<file path="config.mk">
export PLATFORM = sky130hd
export DESIGN_NAME = sb_incr_tester
export DESIGN_NICKNAME = d
export VERILOG_FILES = /design/src/rtl/sb_incr_tester.sv
export SDC_FILE = /design/constraint.sdc
export NUM_CORES = 1
export LEC_CHECK = 0
export ABC_AREA = 1
export CAP_MARGIN = 20
export CORE_AREA = 2 2 260 262
export DETAILED_ROUTE_END_ITERATION = 8
export DIE_AREA = 0 0 262 264
export REMOVE_ABC_BUFFERS = 1
export SKIP_LAST_GASP = 1
export SLEW_MARGIN = 20
export SYNTH_ARGS = -nofsm -noshare
export SYNTH_HDL_FRONTEND = slang
export SYNTH_SLANG_ARGS = --single-unit
</file>
<file path="constraint.sdc">
create_clock -name clk -period 4.1 [get_ports clk]
set_input_delay 0.41 -clock clk [delete_from_list [all_inputs] [get_ports clk]]
set_output_delay 0.41 -clock clk [all_outputs]
set_load 0.01 [all_outputs]
</file>
<file path="src/rtl/sb_incr_tester.sv">
// rtl/sb_incr_tester.sv - SB incrementing-pattern loopback tester
module sb_incr_tester #(
    parameter int DW     = 256,
    parameter int MAXOUT = 4
) (
    input  logic          clk,
    input  logic          rst,
    input  logic          start,
    input  logic [15:0]   npkt,
    input  logic [7:0]    seed,
    output logic [DW-1:0] tx_data,
    output logic [31:0]   tx_dest,
    output logic          tx_last,
    output logic          tx_valid,
    input  logic          tx_ready,
    input  logic [DW-1:0] rx_data,
    input  logic [31:0]   rx_dest,
    input  logic          rx_last,
    input  logic          rx_valid,
    output logic          rx_ready,
    output logic          busy,
    output logic          done,
    output logic          pass,
    output logic [15:0]   sent_count,
    output logic [15:0]   recv_count,
    output logic [15:0]   err_count
);

    localparam int NB = DW / 8;

    typedef enum logic [1:0] {
        S_IDLE,
        S_RUN,
        S_DONE
    } state_t;

    state_t        state_q, state_d;
    logic [15:0]   npkt_q, npkt_d;
    logic [7:0]    seed_q, seed_d;
    logic [15:0]   sent_q, sent_d;
    logic [15:0]   recv_q, recv_d;
    logic [15:0]   err_q, err_d;
    logic          busy_q, done_q, pass_q;
    logic [15:0]   outstanding;
    logic          tx_fire, rx_fire;
    logic          rx_unsol, rx_bad;
    logic [DW-1:0] exp_data;

    // Transmit payload for packet sent_q and the payload expected back for packet recv_q
    always_comb begin
        tx_data  = '0;
        exp_data = '0;
        for (int i = 0; i < NB; i++) begin
            tx_data[8*i +: 8]  = seed_q + sent_q[7:0] + 8'(i);
            exp_data[8*i +: 8] = seed_q + recv_q[7:0] + 8'(i) + 8'd1;
        end
    end

    // tx_valid only depends on registered counts, so it stays asserted with stable
    // payload until the transfer bumps sent_q
    assign outstanding = sent_q - recv_q;
    assign tx_valid    = (state_q == S_RUN) && (sent_q < npkt_q) && (outstanding < 16'(MAXOUT));
    assign tx_dest     = {16'd0, sent_q};
    assign tx_last     = 1'b1;
    assign rx_ready    = (state_q == S_RUN);

    assign tx_fire  = tx_valid && tx_ready;
    assign rx_fire  = rx_valid && rx_ready;
    assign rx_unsol = (recv_q == sent_q);
    assign rx_bad   = (rx_data != exp_data) || (rx_dest != {16'd0, recv_q}) || !rx_last;

    // Next-state, counter and latch update logic
    always_comb begin
        state_d = state_q;
        npkt_d  = npkt_q;
        seed_d  = seed_q;
        sent_d  = sent_q;
        recv_d  = recv_q;
        err_d   = err_q;
        case (state_q)
            S_IDLE, S_DONE: begin
                if (start) begin
                    npkt_d  = npkt;
                    seed_d  = seed;
                    sent_d  = '0;
                    recv_d  = '0;
                    err_d   = '0;
                    state_d = (npkt == 16'd0) ? S_DONE : S_RUN;
                end
            end
            S_RUN: begin
                if (tx_fire) begin
                    sent_d = sent_q + 16'd1;
                end
                if (rx_fire) begin
                    if (rx_unsol) begin
                        err_d = (err_q == 16'hFFFF) ? err_q : err_q + 16'd1;
                    end else begin
                        recv_d = recv_q + 16'd1;
                        if (rx_bad) begin
                            err_d = (err_q == 16'hFFFF) ? err_q : err_q + 16'd1;
                        end
                    end
                end
                if (recv_q == npkt_q) begin
                    state_d = S_DONE;
                end
            end
            default: state_d = S_IDLE;
        endcase
    end

    // State, counters and registered status flags
    always_ff @(posedge clk) begin
        if (rst) begin
            state_q <= S_IDLE;
            npkt_q  <= '0;
            seed_q  <= '0;
            sent_q  <= '0;
            recv_q  <= '0;
            err_q   <= '0;
            busy_q  <= 1'b0;
            done_q  <= 1'b0;
            pass_q  <= 1'b0;
        end else begin
            state_q <= state_d;
            npkt_q  <= npkt_d;
            seed_q  <= seed_d;
            sent_q  <= sent_d;
            recv_q  <= recv_d;
            err_q   <= err_d;
            busy_q  <= (state_d == S_RUN);
            done_q  <= (state_d == S_DONE);
            pass_q  <= (state_d == S_DONE) && (err_d == 16'd0);
        end
    end

    assign busy       = busy_q;
    assign done       = done_q;
    assign pass       = pass_q;
    assign sent_count = sent_q;
    assign recv_count = recv_q;
    assign err_count  = err_q;

endmodule

</file>
==> out/qor.csv <==
metric;value;unit
status;finished with violations;
violations in the final reports;negative setup slack;
Starting Density;29.1;%
power density of the placed cells;219;nW/µm²
sequential cell area in the final layout;1550;µm²
CTS Root Buffer Type;sky130_fd_sc_hd__clkbuf_16;
Pins Over Slew Limit;0;
ANT nets after route;0;
total wire length;102000;µm
Die Ht;264;µm
critical path class;flop to flop;
Startpoint Class;flop;
Cell Area, Synth;19400;µm²
register bit total from synthesis;77;
Max stage delay cell, worst path;sky130_fd_sc_hd__fa_2;
sinks on the clock net;77;
yosys warns;0;
DRC violations left;0;
area overhead of the layout relative to synthesis;59.4;%
worst r2r path cells;32;
Lkg Pwr;0.0159;µW
Slew HR;50.3;%
mean number of vias per cell;4.82;
Crit. End Element;flop;
Pre-Repair DR Iteration Count;5;
GRT Total Usage;27.8;%
number of buffers on the longest clock path;2;
Hold Path Cell Cnt;2;
iteration-0 DRC count of the detailed router;1998;
Register-to-Register Setup Slack;-0.27;ns
Placer Congestion;1.00;
critical path data arrival time;4.66;ns
# rows;95;
Period Utilization, post-route;107;%
Tightest Pin Transition;0.745;ns
Remaining Overflow, GRT;0;
largest net degree at the start of global routing;44;
total negative setup slack;-0.875;ns
hold endpoint;npkt_q[8];
Inst Count DP;5432;
Max IR drop VDD;0.190;mV
clock-pin slew of the registers on the worst-case setup and hold paths;0.06;ns
non-filler cells in the finished layout;5487;
hold-fix buffer count after cts;0;
highest attainable clock frequency;229;MHz
deepest level of the CTS H-tree;3;
Gate Count Post-Synth;3646;
filler cell count;7127;
worst reg2reg path endpoint;pass;
kind of cell with the highest combined delay on the critical path;simple AND/OR/NAND/NOR gates;
HPWL after detailed placement;86300;µm
Final Hold Viols;0;
number of setup violations in the final report;12;
number of distinct standard cells referenced by the synthesized netlist;63;
via count of the first global-routing pass;24400;
minimum period implied by the final worst setup slack;4.37;ns
source of the worst register-to-register timing path;seed_q[0];
horizontal die dimension;262;µm
Placeable Area;66600;µm²
crit path max fanout;8;
overall via count from detail_route;26500;
total CTS buffers;9;
Min-Delay Path Class;flop to flop;
net total in the final layout;5018;
wire length of the first global-routing pass;147000;µm
startpoint of the worst hold path;npkt_q[8];
setup repair after global routing missed its margin;true;
number of antenna violations at the first check in global routing;2;
IO Count;660;
CTS tree;yes;
layout cell share with drive strength beyond 1;17.3;%
combined area of the multi-input logic cells;15300;µm²
die area;69200;µm²
number of maximum-capacitance constraint violations;0;
Worst Path Buf+Inv;6;
final worst clock skew;0.00734;ns
mean instance size in the synthesized netlist;5.31;µm²
post-route setup slack;-0.267;ns
Skew-Pair Late Insertion Delay;0.36;ns
dominant cell type by count on the critical path;sky130_fd_sc_hd__nor2_1;
drt wl/cell;18.5;µm
Largest stage delay, worst path;0.44;ns
count of input and output buffers;642;
portion of the post-synthesis area used by sequential elements;7.96;%
required time of the critical path;4.39;ns
[worst max-delay path by stage]
stage | start | to | slack [ns] | depth (start not counted)
after floorplan | sent_count[0] | tx_data[154] | -0.97 | 5
after global placement | recv_count[0] | pass | -0.44 | 30
after detailed placement | recv_count[0] | pass | -0.54 | 29
after CTS | recv_count[0] | pass | -0.19 | 29
after global routing | seed_q[0] | pass | -0.50 | 29
final | seed_q[0] | pass | -0.27 | 32
[cell usage in the layout, fill, tap and decap left out, types with 13 or more instances in the layout]
cell and instances:
sky130_fd_sc_hd__nand2_4 21, sky130_fd_sc_hd__dfxtp_1 74, sky130_fd_sc_hd__nor2_2 37, sky130_fd_sc_hd__nor2_1 359, sky130_fd_sc_hd__ha_1 67, sky130_fd_sc_hd__nand3b_1 70
sky130_fd_sc_hd__conb_1 17, sky130_fd_sc_hd__xnor2_1 70, sky130_fd_sc_hd__o21ai_1 15, sky130_fd_sc_hd__nand4_1 74, sky130_fd_sc_hd__dlymetal6s2s_1 49, sky130_fd_sc_hd__nand3_1 300
sky130_fd_sc_hd__dlygate4sd2_1 25, sky130_fd_sc_hd__inv_2 20, sky130_fd_sc_hd__nor3_1 46, sky130_fd_sc_hd__clkdlybuf4s50_1 561, sky130_fd_sc_hd__nand3_2 32, sky130_fd_sc_hd__a21oi_2 13
sky130_fd_sc_hd__nand2_2 44, sky130_fd_sc_hd__xor2_1 142, sky130_fd_sc_hd__inv_1 489, sky130_fd_sc_hd__buf_6 14, sky130_fd_sc_hd__buf_4 491, sky130_fd_sc_hd__o21ai_0 115
sky130_fd_sc_hd__ha_4 13, sky130_fd_sc_hd__a21oi_1 101, sky130_fd_sc_hd__nand2_1 1160
[flip-flops by register name, summed over array words and instances, names as in the netlist]
signal	cells
npkt_q	16
sent_count	16
done	1
pass	1
state_q	2
err_count	16
seed_q	8
busy	1
recv_count	16
[Yosys cell counts, drive strengths merged]
cell type / number / area (µm²)
or3: 1 / 6.26
a211oi: 3 / 22.5
a41oi: 1 / 8.76
o21a: 4 / 30.0
conb: 2 / 7.51
o22ai: 3 / 18.8
or2: 11 / 68.8
fa: 2 / 40.0
nand3: 338 / 1780
and2: 6 / 37.5
a2111o: 1 / 11.3
nor2: 404 / 1550
buf: 185 / 1340
dfxtp: 77 / 1540
nor2b: 2 / 12.5
nor3: 52 / 280
ha: 90 / 1130
o21ai: 139 / 699
nor4: 10 / 62.6
xnor2: 74 / 656
clkbuf: 42 / 159
o211a: 1 / 10.0
nor3b: 5 / 37.5
a21boi: 2 / 15.0
and3: 3 / 18.8
o31ai: 3 / 22.5
clkinv: 10 / 37.5
a22oi: 1 / 7.51
o21bai: 1 / 7.51
a221oi: 2 / 17.5
nand2: 1225 / 4710
nand3b: 70 / 526
nand4: 74 / 463
o211ai: 2 / 15.0
o221ai: 1 / 8.76
o2111ai: 3 / 26.3
xor2: 153 / 1340
inv: 513 / 1930
xor3: 1 / 23.8
a311oi: 1 / 8.76
a31oi: 5 / 31.3
a21oi: 117 / 608
or4: 2 / 15.0
a21o: 4 / 30.0
[area by class of cell]
cell class	instances	area share, %
Clock buffer	13	0.843
Inverter	523	6.40
Timing Repair Buffer	1163	34.5
Multi-Input combinational cell	2834	49.6
Antenna cell	1	0.00811
Sequential cell	77	5.01
Clock inverter	3	0.142
Tap cell	873	3.54
[where the power goes]
group | total (µW) | switching [µW] | internal [µW] | leakage, µW
Sequential | 803 | 25.9 | 777 | 0.000629
Clock | 850 | 344 | 506 | 0.000150
Combinational | 5110 | 2700 | 2410 | 0.0151
Total | 6770 | 3070 | 3690 | 0.0159
[tightest hold or removal path: cells and delay by family, from the launching register on]
kind | cells | cell delay, ns
flops | 1 | 0.32
compound gates | 1 | 0.06
buf+inv | 1 | 0.07
[metal layers]
layer | global-route usage [%] | wire [µm] | vias up | share of wire (%)
met5 | 0 | 30 | - | 0.030
met4 | 6.64 | 2440 | 4 | 2.4
met3 | 3.82 | 7770 | 128 | 7.6
met2 | 45.0 | 46100 | 1042 | 45
met1 | 38.7 | 45400 | 12100 | 45
li1 | - | - | 13200 | -
[kinds of logic after synthesis]
| group | after synthesis | synth area share [%] |
|---|---|---|
| compound gates | 294 | 8.26 |
| xor+xnor | 228 | 10.4 |
| fa+ha+maj | 92 | 6.02 |
| buf+inv | 750 | 17.9 |
| flops | 77 | 7.96 |
| other cells | 2 | 0.0388 |
| simple gates | 2203 | 49.4 |
[what timing repair did]
item / in CTS / in global routing
hold endpoints to repair: 0 / 0
cloned: 1 / 2
setup buffers: 9 / 27
resized for setup: 102 / 248
endpoints found under the setup margin: 87 / 112
pin swaps: 10 / 78
[per-stage QoR]
stage               area (µm²)  setup slack [ns]  hold slack [ns]  total power [µW]  utilization, %
floorplan                17900            -0.969            0.460              2910               -
global placement         29200            -0.435            0.482              5700            43.9
detailed placement       29200            -0.540            0.486              5700            43.9
CTS                      29800            -0.186            0.494              6590            44.8
global route             30900            -0.496            0.512              7160            46.4
finish                   30900            -0.267            0.496              6770            46.4
Power figures use the tool's default switching activity.
